### src/rtl/uart_pkg.sv
// Shared definitions for the UART receive controller: register map, bit positions,
// frame length and sequencer state encoding.
package uart_pkg;

  localparam logic [1:0] ADDR_DATA   = 2'd0;
  localparam logic [1:0] ADDR_STATUS = 2'd1;
  localparam logic [1:0] ADDR_CTRL   = 2'd2;
  localparam logic [1:0] ADDR_DIV    = 2'd3;

  localparam int STAT_OVR    = 4;
  localparam int STAT_FULL   = 3;
  localparam int CTRL_EN     = 0;
  localparam int CTRL_IRQ_EN = 1;

  // Start bit, 8 data bits, stop bit.
  localparam int FRAME_LEN = 10;
  localparam int PULSE_W   = 4;

  localparam logic [15:0] DIV_RST_DEFAULT = 16'd868;
  localparam logic [15:0] DIV_MIN         = 16'd2;

  typedef enum logic {
    HUNT  = 1'b0,
    FRAME = 1'b1
  } seq_state_t;

  function automatic logic [15:0] clamp_div(input logic [15:0] d);
    return (d < DIV_MIN) ? DIV_MIN : d;
  endfunction

endpackage

### src/rtl/uart_rx_fifo.sv
// Receive byte FIFO; a push into a full FIFO is accepted only when a pop happens
// in the same cycle, otherwise the byte is discarded.
module uart_rx_fifo #(
  parameter int AW = 3,
  parameter int DW = 8
) (
  input  logic          clk,
  input  logic          rst,
  input  logic          push,
  input  logic          pop,
  input  logic [DW-1:0] din,
  output logic [DW-1:0] dout,
  output logic [AW:0]   count,
  output logic          full,
  output logic          empty
);

  localparam int DEPTH = 1 << AW;

  logic [DW-1:0] mem [DEPTH];
  logic [AW-1:0] wr_ptr;
  logic [AW-1:0] rd_ptr;
  logic          do_push;
  logic          do_pop;

  assign empty   = (count == '0);
  assign full    = (count == (AW+1)'(DEPTH));
  assign do_pop  = pop && !empty;
  assign do_push = push && (!full || do_pop);
  assign dout    = mem[rd_ptr];

  // NOTE: storage has no reset; count/pointers define which entries are valid,
  // so clearing the array would only add reset fan-out.
  always_ff @(posedge clk) begin
    if (do_push) mem[wr_ptr] <= din;
  end

  // NOTE: sequential state uses non-blocking assignments so every flop samples
  // pre-edge values regardless of statement order.
  always_ff @(posedge clk or negedge rst) begin
    if (!rst) begin
      wr_ptr <= '0;
      rd_ptr <= '0;
      count  <= '0;
    end else begin
      if (do_push) wr_ptr <= wr_ptr + AW'(1);
      if (do_pop)  rd_ptr <= rd_ptr + AW'(1);
      case ({do_push, do_pop})
        2'b10:   count <= count + (AW+1)'(1);
        2'b01:   count <= count - (AW+1)'(1);
        default: ;
      endcase
    end
  end

endmodule

### src/rtl/uart_rx_ctrl.sv
// UART receive controller: line synchroniser, bit-sample sequencer/divider, register
// block and receive FIFO. Optional interrupt enabled by macro UART_RX_CTRL_IRQ_EN.
module uart_rx_ctrl
  import uart_pkg::*;
#(
  parameter logic [15:0] DIV_RST = DIV_RST_DEFAULT,
  parameter int          FIFO_AW = 3
) (
  input  logic        clk,
  input  logic        rst,
  input  logic [1:0]  addr,
  input  logic        we,
  input  logic        re,
  input  logic [31:0] wdata,
  output logic [31:0] rdata,
  input  logic        rx_line,
  output logic        bclk,
  input  logic [7:0]  rx_byte,
  input  logic        rx_rdy,
  output logic        irq
);

  logic rx_s1, rx_s2, rx_d;
  logic line_fall;

  seq_state_t         state, state_nxt;
  logic [15:0]        cnt, cnt_nxt;
  logic [PULSE_W-1:0] pulses, pulses_nxt;
  logic [15:0]        div_eff;

  logic        en;
  logic        irq_en;
  logic [15:0] div_reg;
  logic        ovr;
  logic        rdy_d;
  logic [31:0] read_word;

  logic             wr_ctrl, wr_div, wr_status;
  logic             push_req, pop_req, drop;
  logic [7:0]       fifo_dout;
  logic [FIFO_AW:0] count;
  logic             full, empty;
  logic             unused_bits;

  assign unused_bits = ^wdata[31:16];

  // Idle line is high; starting the synchroniser at 1 avoids a false start after reset.
  always_ff @(posedge clk or negedge rst) begin
    if (!rst) begin
      rx_s1 <= 1'b1;
      rx_s2 <= 1'b1;
      rx_d  <= 1'b1;
    end else begin
      rx_s1 <= rx_line;
      rx_s2 <= rx_s1;
      rx_d  <= rx_s2;
    end
  end

  assign line_fall = rx_d && !rx_s2;
  assign div_eff   = clamp_div(div_reg);

  always_ff @(posedge clk or negedge rst) begin
    if (!rst) begin
      state  <= HUNT;
      cnt    <= '0;
      pulses <= '0;
    end else begin
      state  <= state_nxt;
      cnt    <= cnt_nxt;
      pulses <= pulses_nxt;
    end
  end

  // NOTE: every output of this block gets a default first, so no path leaves a
  // value unassigned and no latch is inferred.
  always_comb begin
    state_nxt  = state;
    cnt_nxt    = cnt;
    pulses_nxt = pulses;
    bclk       = 1'b0;
    case (state)
      HUNT: begin
        if (en && line_fall) begin
          state_nxt  = FRAME;
          cnt_nxt    = div_eff >> 1;
          pulses_nxt = '0;
        end
      end
      FRAME: begin
        if (cnt == '0) begin
          bclk       = 1'b1;
          cnt_nxt    = div_eff - 16'd1;
          pulses_nxt = pulses + PULSE_W'(1);
          if (pulses == PULSE_W'(FRAME_LEN - 1)) state_nxt = HUNT;
        end else begin
          cnt_nxt = cnt - 16'd1;
        end
      end
      default: state_nxt = HUNT;
    endcase
    if (!en) begin
      state_nxt = HUNT;
      bclk      = 1'b0;
    end
  end

  assign wr_ctrl   = we && (addr == ADDR_CTRL);
  assign wr_div    = we && (addr == ADDR_DIV);
  assign wr_status = we && (addr == ADDR_STATUS);
  assign push_req  = rx_rdy && !rdy_d;
  assign pop_req   = re && (addr == ADDR_DATA) && !empty;
  assign drop      = push_req && full && !pop_req;

  uart_rx_fifo #(.AW(FIFO_AW), .DW(8)) u_fifo (
    .clk   (clk),
    .rst   (rst),
    .push  (push_req),
    .pop   (pop_req),
    .din   (rx_byte),
    .dout  (fifo_dout),
    .count (count),
    .full  (full),
    .empty (empty)
  );

  always_comb begin
    read_word = '0;
    case (addr)
      ADDR_DATA:   if (!empty) read_word[7:0] = fifo_dout;
      ADDR_STATUS: begin
        read_word[STAT_OVR]  = ovr;
        read_word[STAT_FULL] = full;
        read_word[2:0]       = 3'(count);
      end
      ADDR_CTRL: begin
        read_word[CTRL_EN]     = en;
        read_word[CTRL_IRQ_EN] = irq_en;
      end
      default:     read_word[15:0] = div_reg;
    endcase
  end

  // rdy_d resets high so a ready flag still asserted at reset release is not taken
  // as a fresh byte from an aborted frame.
  always_ff @(posedge clk or negedge rst) begin
    if (!rst) begin
      en      <= 1'b0;
      div_reg <= DIV_RST;
      ovr     <= 1'b0;
      rdata   <= '0;
      rdy_d   <= 1'b1;
    end else begin
      rdy_d <= rx_rdy;
      if (wr_ctrl) en <= wdata[CTRL_EN];
      if (wr_div)  div_reg <= wdata[15:0];
      if (drop)                               ovr <= 1'b1;
      else if (wr_status && wdata[STAT_OVR])  ovr <= 1'b0;
      if (re) rdata <= read_word;
    end
  end

`ifdef UART_RX_CTRL_IRQ_EN
  always_ff @(posedge clk or negedge rst) begin
    if (!rst)         irq_en <= 1'b0;
    else if (wr_ctrl) irq_en <= wdata[CTRL_IRQ_EN];
  end

  assign irq = irq_en && (!empty || ovr);
`else
  assign irq_en = 1'b0;
  assign irq    = 1'b0;
`endif

endmodule
### config.mk
export PLATFORM = sky130hd
export DESIGN_NAME = uart_rx_ctrl
export DESIGN_NICKNAME = d
export VERILOG_FILES = /design/src/rtl/uart_pkg.sv /design/src/rtl/uart_rx_fifo.sv /design/src/rtl/uart_rx_ctrl.sv
export SDC_FILE = /design/constraint.sdc
export NUM_CORES = 1
export LEC_CHECK = 0
export CORE_MARGIN = 2
export CORE_UTILIZATION = 60
export CTS_BUF_LIST = sky130_fd_sc_hd__clkbuf_2
export DETAILED_ROUTE_END_ITERATION = 8
export DONT_BUFFER_PORTS = 1
export GPL_ROUTABILITY_DRIVEN = 0
export PLACE_DENSITY_LB_ADDON = 0.3
export SLEW_MARGIN = 25
export SYNTH_ARGS = -nofsm -noshare
export SYNTH_HDL_FRONTEND = slang
export SYNTH_SLANG_ARGS = --single-unit
### constraint.sdc
create_clock -name clk -period 3.5 [get_ports clk]
set_clock_uncertainty 0.1 [all_clocks]
set_input_delay 0.7 -clock clk [delete_from_list [all_inputs] [get_ports clk]]
set_output_delay 0.7 -clock clk [all_outputs]
set_load 0.01 [all_outputs]
[Word-level counts from Yosys, hierarchy flattened]
Memories as Yosys holds them, arrays and structs flattened.
Cells that the tools add are included.
Storage, ports and cells
  register bits after elaboration: 69
  output and inout bits: 34
  memories: 1
  input bits: 48
  memory bits (writable): 64
  logic and storage cells: 85
Cells by class
  muxes and demuxes: 25
  equal/unequal tests: 9
  $lt $le $gt $ge: 1
  add/sub/neg operators: 7
  bitwise gates (word level): 1
  reductions and logical operators: 27
Memory list
  u_fifo.mem: depth 8, width 8, rd ports 1, clocked after memory_dff 0, write ports 1, line uart_rx_fifo.sv:20  | logic [DW-1:0] mem [DEPTH];
Operator list (count)
  $mux W16: 3
  $pmux W16 S2: 1
  $sub A16 B1 Y16 const B: 2
  $logic_not A16 Y1: 1
  $lt A16 B2 Y1 const B: 1
  $mux W8: 2
  $pmux W4 S2: 2
  $logic_and A1 B1 Y1: 13
  $mux W1: 11
  $pmux W3 S3: 1
  $add A4 B1 Y4 const B: 2
  $eq A4 B4 Y1 const B: 2
  $mux W4: 2
  $add A3 B1 Y3 const B: 2
  $eq A2 B2 Y1 const B: 3
  $pmux W2 S3: 1
  $pmux W3 S2: 1
  $logic_not A1 Y1: 5
  $eq A2 B1 Y1 const B: 2
  $logic_not A4 Y1: 1
  $reduce_bool A2 Y1: 2
  $sub A4 B1 Y4 const B: 1
  $reduce_or A3 Y1: 1
  $logic_not A2 Y1: 1
  7 further kinds: 7

[Logic depth before layout (Yosys ltp)]
Gate-level depths: netlist (run 1).
  depth in word-level cells: 8
  gate-level depth with buffers: 15
  depth with buffers taken out: 12

[By module]
A second synthesis (run 1) with hierarchy kept.
Unflattened totals
  cells, all modules: 522
  area, all modules: 6571.3 um2
Modules (own cells, without submodules)
  uart_rx_ctrl: times used 1, area an instance 3434.5 um2, sequential area each 1487.7 um2, cells an instance 344
  uart_rx_fifo: times used 1, area an instance 3136.8 um2, sequential area each 2172.1 um2, cells an instance 178

[Least setup slack after synthesis (run 1)]
OpenSTA, ideal clock, no wires.
  kind: register to register
  start point: register cnt[7]
  end point: register cnt[14]
  data required time: 3.274 ns
  library setup time: 0.126 ns
  stages on the path, launching flop included: 15
  setup slack: 0.089 ns
  buffers on the path: 3
  arrival: 3.185 ns
  period minus slack after synthesis: 3.411 ns
  cell sequence: dfrtp_1 -> clkbuf_1 -> nor4_4 -> nand3_1 -> nor2_1 -> clkbuf_8 -> a21oi_1 -> ha_1 -> or3b_2 -> clkbuf_1 -> nor4_1 -> o31ai_1 -> nor4b_1 -> xor2_1 -> mux2i_1
Between the ends
  word-level cells in the longest chain between the ends: 3
  elaborated cells between the ends (all ways): 4
  those cells by class: add/sub (1); mux (2); reduce/logical (1)
RTL lines
  start, declared: line uart_rx_ctrl.sv:27  | logic [15:0] cnt, cnt_nxt;
  start signal, assigned: line uart_rx_ctrl.sv:70  | cnt <= cnt_nxt;
  $sub A16 B1 Y16 / $logic_not A16 Y1 (equally long branches): line uart_rx_ctrl.sv:97, uart_rx_ctrl.sv:91
  $mux W16 *: line uart_rx_ctrl.sv:91  | if (cnt == '0) begin
  $pmux W16 S2 *: line uart_rx_ctrl.sv:82  | case (state)
Mark *: on every way between the ends. The rest lies on a longest branch, timed or not.
A chain may end at the register's enable or synchronous reset.

[Worst setup path in the final report (run 1)]
  start point: register cnt[1]
  end point: output bclk
Between the ends
  word-level cells in the longest chain between the ends: 4
RTL lines
  $logic_not A16 Y1: line uart_rx_ctrl.sv:91
  $mux W1: line uart_rx_ctrl.sv:91
  $mux W1: line uart_rx_ctrl.sv:82
  $mux W1: line uart_rx_ctrl.sv:102  | if (!en) begin
  end, declared: line uart_rx_ctrl.sv:17  | output logic bclk,
No other way between the ends.

==> metrics.csv, run 1 <==
stage,metric,value,unit
status,status,"complete, no violations",
finish,footprint of the multi-input gates,2635,um2
floorplanning,Horiz. Die Dim,108.6,um
critical_path,kind of critical path,reg2out,
critical_path,Critical Path RT,2.70,ns
floorplanning,Die H,108.6,um
finish,Top reg by flops,u_fifo.mem,
clock_network,clk_lat worst skew,0.70,ns
clock_network,Inserted Clock Buffers,17,
synth,"Avg Cell Area, Syn",12.21,um2
synth,synthesized instance count,538,
finish,FILL cells,794,
place,PortBufs,0,
critical_path,Critical Path End Type,primary output,
sta,setup violators final,0,
worst_hold_path,hold path startpoint,re,
synth,ys flop type,edfxtp_1,
clock_network,clk sinks,133,
worst_hold_path,HP Class,in2reg,
detailed_routing,final WL,15010,um
global_routing,largest net degree at the start of global routing,70,
detailed_routing,DRC viols,0,
floorplanning,Total Die Area,11800,um2
critical_path,R2R depth,12,
global_routing,initial antenna violation count,0,
sta,worst hold margin,0.05138,ns
finish,"most common cell after layout, fill and taps aside",edfxtp_1,
clock_network,CTS H-tree lvls,4,
floorplanning,core area,10750,um2
synth,synth unique cells,68,
finish,Reg area,3660,um2
synth,Mapped Area,6569,um2
synth,sequential area share after synthesis,0.5571,
critical_path,Crit Path Max Fanout,20,
finish,most frequent cells in the layout,"edfxtp_1, dfrtp_1, nand2_1, nor2_1, buf_4",
sta,Max Clk Rate,297.1,MHz
sta,setup TNS,0,ns
global_routing,Overall Global Routing Usage,0.2696,
place,estimated wirelength of the detail-placed design,9878,um
synth,synthesized flop and latch total,133,
clock_network,clock-pin slew on the worst setup and hold paths,0.21,ns
synth,synth warn,0,
detailed_routing,drt via density,6.178,
detailed_routing,"antenna viol nets, final",0,
finish,max reg flops,64,
sta,Final Worst Setup Slack,0.1347,ns
finish,Final Net Count,646,
sta,Final Hold Viols,0,
detailed_routing,Initial DRC Count,526,
global_routing,wire length of the first global-routing pass,23710,um
power_and_ir_drop,Worst VDD drop,0.3300,mV
place,Place WS,0.007248,ns
power_and_ir_drop,PD cells,653.8,nW/um2
sta,Slew headroom,0.3815,
critical_path,Worst Setup SP,cnt[1],
critical_path,reg2reg start,div_reg[14],
global_routing,GRT overflow,0,
synth,async set-reset flop share out of synthesis,0.5188,
sta,crit share post-route,0.9615,
finish,synthesis-to-layout area growth,11.89,%
power_and_ir_drop,leakage power,0.002837,uW
finish,layout cells sized above 1,0.2167,
floorplanning,# rows,38,
detailed_routing,Routed WL per cell,20.29,um
critical_path,CP arrival,2.57,ns
sta,Pins Over Slew Limit,0,
sta,minimum clock period,3.365,ns
critical_path,CP Launch Type,flip-flop,
floorplanning,I/O pin count,82,
run,Max Cap Viol,0,
clock_network,CTS tree,built,
global_routing,vias in the first global route,4584,
detailed_routing,Vias,4572,
clock_network,Setup Buffers After CTS,0,
worst_hold_path,WHS Path Cells,2,
clock_network,root cell of the clock tree,clkbuf_2,
sta,worst slew pin tran,0.9252,ns
detailed_routing,DRT Pass-1 Iters,7,
clock_network,CTS Buffer Depth,2,
synth,Post-synth EDFFs,64,
finish,ant diodes,0,
floorplanning,starting density of the core,0.6113,
-- repair_timing --
action                                  in CTS  in global routing
endpoints found under the setup margin       2                  4
endpoints found under the hold margin      157                 14
resized for setup                            1                  8
hold buffers                                19                  9
-- per-stage QoR --
step                      cells  cell area [um2]  utilization  total power [uW]
final                       740             7350       0.6840              4805
after global routing        740             7350       0.6840              5090
after CTS                   731             7219       0.6719              4776
after detailed placement    682             6761       0.6293              3782
after global placement      682             6761       0.6293              3698
after floorplan             554             6629            -              3380
-- per-layer routing --
| metal | vias up | track usage | share of wire |
|---|---|---|---|
| met3 | 21 | 0.05798 | 0.080 |
| li1 | 2066 | - | - |
| met1 | 2256 | 0.3504 | 0.40 |
| met2 | 229 | 0.4469 | 0.50 |
| met4 | 0 | 0.1035 | 0.016 |
| met5 | - | 0 | 0 |
-- cell usage after synthesis (2+ instances only) --
master,number,area share
clkinv_1,2,0.0011
ha_1,8,0.015
o2bb2ai_1,9,0.012
dfstp_2,9,0.036
mux2_2,19,0.033
mux2i_1,16,0.024
a211o_1,2,0.0027
nor4_4,3,0.0097
a41oi_1,2,0.0027
and3_1,8,0.0076
nand4_1,3,0.0029
xor2_1,7,0.0093
clkbuf_1,21,0.012
nand2b_1,5,0.0048
edfxtp_1,64,0.29
o211ai_1,3,0.0034
o211ai_2,2,0.0038
o31ai_1,6,0.0069
nor3_1,17,0.013
a311oi_1,2,0.0027
nor4_1,7,0.0067
buf_1,2,0.0011
a21o_1,2,0.0023
nand2_1,57,0.033
buf_4,17,0.019
or3_1,4,0.0038
xnor2_1,11,0.015
inv_1,10,0.0057
a21oi_1,26,0.020
o22ai_1,5,0.0048
dfrtp_1,60,0.23
nand3b_1,4,0.0046
mux4_2,16,0.055
a31oi_1,11,0.010
clkbuf_8,6,0.013
o21ai_0,16,0.012
or4_4,2,0.0034
nor2_1,40,0.023
nand3_1,5,0.0038
-- path summary, 6_finish.rpt --
kind | slack, ns | endpoint
max in group asynchronous | 2.49 | rx_s1
setup / recovery | 0.13 | bclk
setup reg to reg | 0.26 | cnt[8]
hold / removal | 0.05 | rdata[6]
min in group asynchronous | 0.41 | rdata[7]
hold reg to reg | 0.23 | rx_s2
-- kinds of logic after synthesis --
| group | synth area share |
|---|---|
| xor+xnor | 0.02400 |
| fa+ha+maj | 0.01829 |
| flops | 0.5571 |
| buf+inv | 0.05676 |
| simple gates | 0.1286 |
| mux | 0.1118 |
| other cells | 0.0005709 |
| compound gates | 0.1029 |
-- final cells by class --
| class | count | area share |
|---|---|---|
| Clock inverter | 12 | 0.02094 |
| Inverter | 12 | 0.006129 |
| Timing Repair Buffer | 66 | 0.08035 |
| Sequential cell | 133 | 0.4980 |
| Clock buffer | 18 | 0.01226 |
| Multi-Input combinational cell | 359 | 0.3585 |
| Tap cell | 140 | 0.02383 |
-- worst max-delay path, stage by stage (launching register included) --
cell     delay [ns]
dfrtp_1        0.43
or3_1          0.39
or4_4          0.50
nor2_4         0.16
buf_8          0.19
and3_1         0.23
-- report_power, final --
part	total (uW)	switching, uW	leakage [uW]	internal (uW)
combinational	1490	731	0.00128	755
clock	958	563	0.000146	396
sequential	2360	435	0.00142	1930
total	4810	1730	0.00284	3080
(Power assumes the default switching activity.)
==> run 2: changes to the inputs <==
--- a/config.mk
+++ b/config.mk
@@ -12,6 +12,7 @@
 export DONT_BUFFER_PORTS = 1
 export GPL_ROUTABILITY_DRIVEN = 0
 export PLACE_DENSITY_LB_ADDON = 0.3
+export SKIP_CTS_REPAIR_TIMING = 1
 export SLEW_MARGIN = 25
 export SYNTH_ARGS = -nofsm -noshare
 export SYNTH_HDL_FRONTEND = slang
==> metrics.csv, run 2 (synthesis results as in run 1) <==
stage,metric,value,unit,change
status,status,"complete, no violations",,
clock_network,CTS Buffer Depth,2,,unchanged
critical_path,Worst Setup SP,cnt[1],,
power_and_ir_drop,switching share of power,0.3599,,about the same
global_routing,wire length of the first global-routing pass,23340,um,-1.6%
finish,max reg flops,64,,unchanged
sta,RSZ-0062 raised after global routing,true,,
power_and_ir_drop,Worst VDD drop,0.3324,mV,+0.75%
floorplanning,I/O pin count,82,,unchanged
sta,worst slew pin tran,0.9346,ns,+0.009478 ns
global_routing,largest net degree at the start of global routing,70,,unchanged
detailed_routing,DRC viols,0,,unchanged
power_and_ir_drop,total power,4805,uW,about the same
clock_network,Inserted Clock Buffers,17,,unchanged
detailed_routing,Initial DRC Count,468,,-11%
global_routing,initial antenna violation count,0,,unchanged
critical_path,kind of critical path,reg2out,,
power_and_ir_drop,Clock power frac,0.200,,about the same
critical_path,"CP delay by family, top",simple AND/OR/NAND/NOR gates,,
finish,Top reg by flops,u_fifo.mem,,
floorplanning,core area,10750,um2,unchanged
sta,Slew headroom,0.3752,,-0.006336
critical_path,CP Launch Type,flip-flop,,
place,PortBufs,0,,unchanged
finish,layout cells sized above 1,0.2170,,+0.0003617
clock_network,root cell of the clock tree,clkbuf_2,,
detailed_routing,"antenna viol nets, final",0,,unchanged
critical_path,slowest cell delay on critical path,0.49,ns,about the same
clock_network,clock-pin slew on the worst setup and hold paths,0.20,ns,about the same
worst_hold_path,HP Class,in2reg,,
critical_path,crit-path cells,"or3_1, or4_4, nor2_4, buf_8, and3_1",,
floorplanning,Total Die Area,11800,um2,unchanged
critical_path,Critical Path End Type,primary output,,
clock_network,CTS H-tree lvls,4,,unchanged
critical_path,reg2reg start,div_reg[14],,
finish,Final Net Count,645,,-0.15%
power_and_ir_drop,share of power burned in registers,0.491,,about the same
clock_network,clk_lat worst skew,0.69,ns,about the same
sta,crit share post-route,0.9583,,-0.003199
detailed_routing,Routed WL per cell,20.20,um,-0.42%
critical_path,Crit Path Max Fanout,20,,unchanged
run,Max Cap Viol,0,,unchanged
finish,"most common cell after layout, fill and taps aside",edfxtp_1,,
clock_network,CTS tree,built,,
power_and_ir_drop,Int Pwr,3075,uW,about the same
floorplanning,# rows,38,,unchanged
critical_path,slowest stage cell on the critical path,or4_4,,
critical_path,Critical path buffers and inverters,1,,unchanged
detailed_routing,drt via density,6.141,,-0.61%
global_routing,Overall Global Routing Usage,0.2661,,-0.003453
power_and_ir_drop,leakage power,0.002832,uW,-0.15%
detailed_routing,DRT Pass-1 Iters,7,,unchanged
power_and_ir_drop,PD cells,654.7,nW/um2,+0.13%
floorplanning,starting density of the core,0.6113,,unchanged
finish,FILL cells,798,,+0.50%
sta,setup violators final,0,,unchanged
finish,synthesis-to-layout area growth,11.73,%,
worst_hold_path,hold path startpoint,re,,
place,estimated wirelength of the detail-placed design,9878,um,unchanged
sta,Max Clk Rate,298.1,MHz,+0.33%
global_routing,vias in the first global route,4475,,-2.4%
floorplanning,Die H,108.6,um,unchanged
global_routing,GRT overflow,0,,unchanged
finish,ant diodes,0,,unchanged
critical_path,CP arrival,2.55,ns,-0.02 ns
floorplanning,Horiz. Die Dim,108.6,um,unchanged
finish,most frequent cells in the layout,"edfxtp_1, dfrtp_1, nand2_1, nor2_1, buf_4",,
clock_network,clk sinks,133,,unchanged
detailed_routing,Vias,4538,,-0.74%
power_and_ir_drop,sw power,1730,uW,about the same
sta,worst hold margin,0.05676,ns,+0.005387 ns
sta,minimum clock period,3.354,ns,-0.01120 ns
detailed_routing,final WL,14930,um,-0.55%
sta,Final Hold Viols,0,,unchanged
sta,Pins Over Slew Limit,0,,unchanged
critical_path,Critical Path RT,2.70,ns,about the same
power_and_ir_drop,Comb pwr share,0.309,,about the same
## run 2: changes by cell type in the layout (fill, tap and decap cells not counted)
cell           delta
dlygate4sd3_1     -1
## run 2: final cells by class
class                   count  area (um2)  share of cell area
clock inverters            12       153.9             0.02097
repair buffers             65       580.6             0.07910
well taps                 140       175.2             0.02387
multi-input cells         359        2635              0.3590
inverters                  12       45.04            0.006137
flip-flops and latches    133        3660              0.4986
clock buffers              18       90.09             0.01227
## run 2: worst paths after layout
path	to	slack [ns]	cells past startpoint
worst min register to register	rx_s2	0.22	0
worst max register to register	cnt[8]	0.28	12
worst max-delay path	bclk	0.15	5
max in group asynchronous	rx_s1	2.48	2
worst min-delay path	rdata[2]	0.06	2
min in group asynchronous	rdata[8]	0.44	2
## run 2: worst register-to-register path: stages (launching register included)
cell and delay (ns):
dfrtp_1 0.46, nor4_4 0.33, nand4_1 0.12, o21a_1 0.19, a21oi_1 0.19, ha_1 0.19, or3b_2 0.48, nor4_2 0.26
o31ai_2 0.16, buf_4 0.17, nor4_1 0.21, o21ai_0 0.11, a41oi_1 0.20
## run 2: through the flow
step | cell area [um2] | setup TNS, ns | setup slack [ns] | std cells | util
final | 7340 | 0 | 0.1459 | 739 | 0.6830
after global routing | 7340 | -0.005257 | -0.004746 | 739 | 0.6830
after CTS | 7005 | -0.03440 | -0.01991 | 712 | 0.6520
after detailed placement | 6761 | 0 | 0.007248 | 682 | 0.6293
after global placement | 6761 | 0 | 0.02532 | 682 | 0.6293
after floorplan | 6629 | 0 | 0.08930 | 554 | -
## run 2: metal layers
metal  up-vias  GRT usage  wire, um
met3        20    0.06336       999
met4         0    0.09982       187
li1       2070          -         -
met5         -          0         0
met2       184     0.4362      7576
met1      2264     0.3473      6167
## run 2: power by group through the flow
stage               clock [uW]  sequential [uW]  combinational [uW]
floorplan                    0             2160                1220
global placement             0             2360                1340
detailed placement           0             2380                1400
CTS                        971             2350                1410
global route              1050             2410                1630
finish                     960             2360                1480
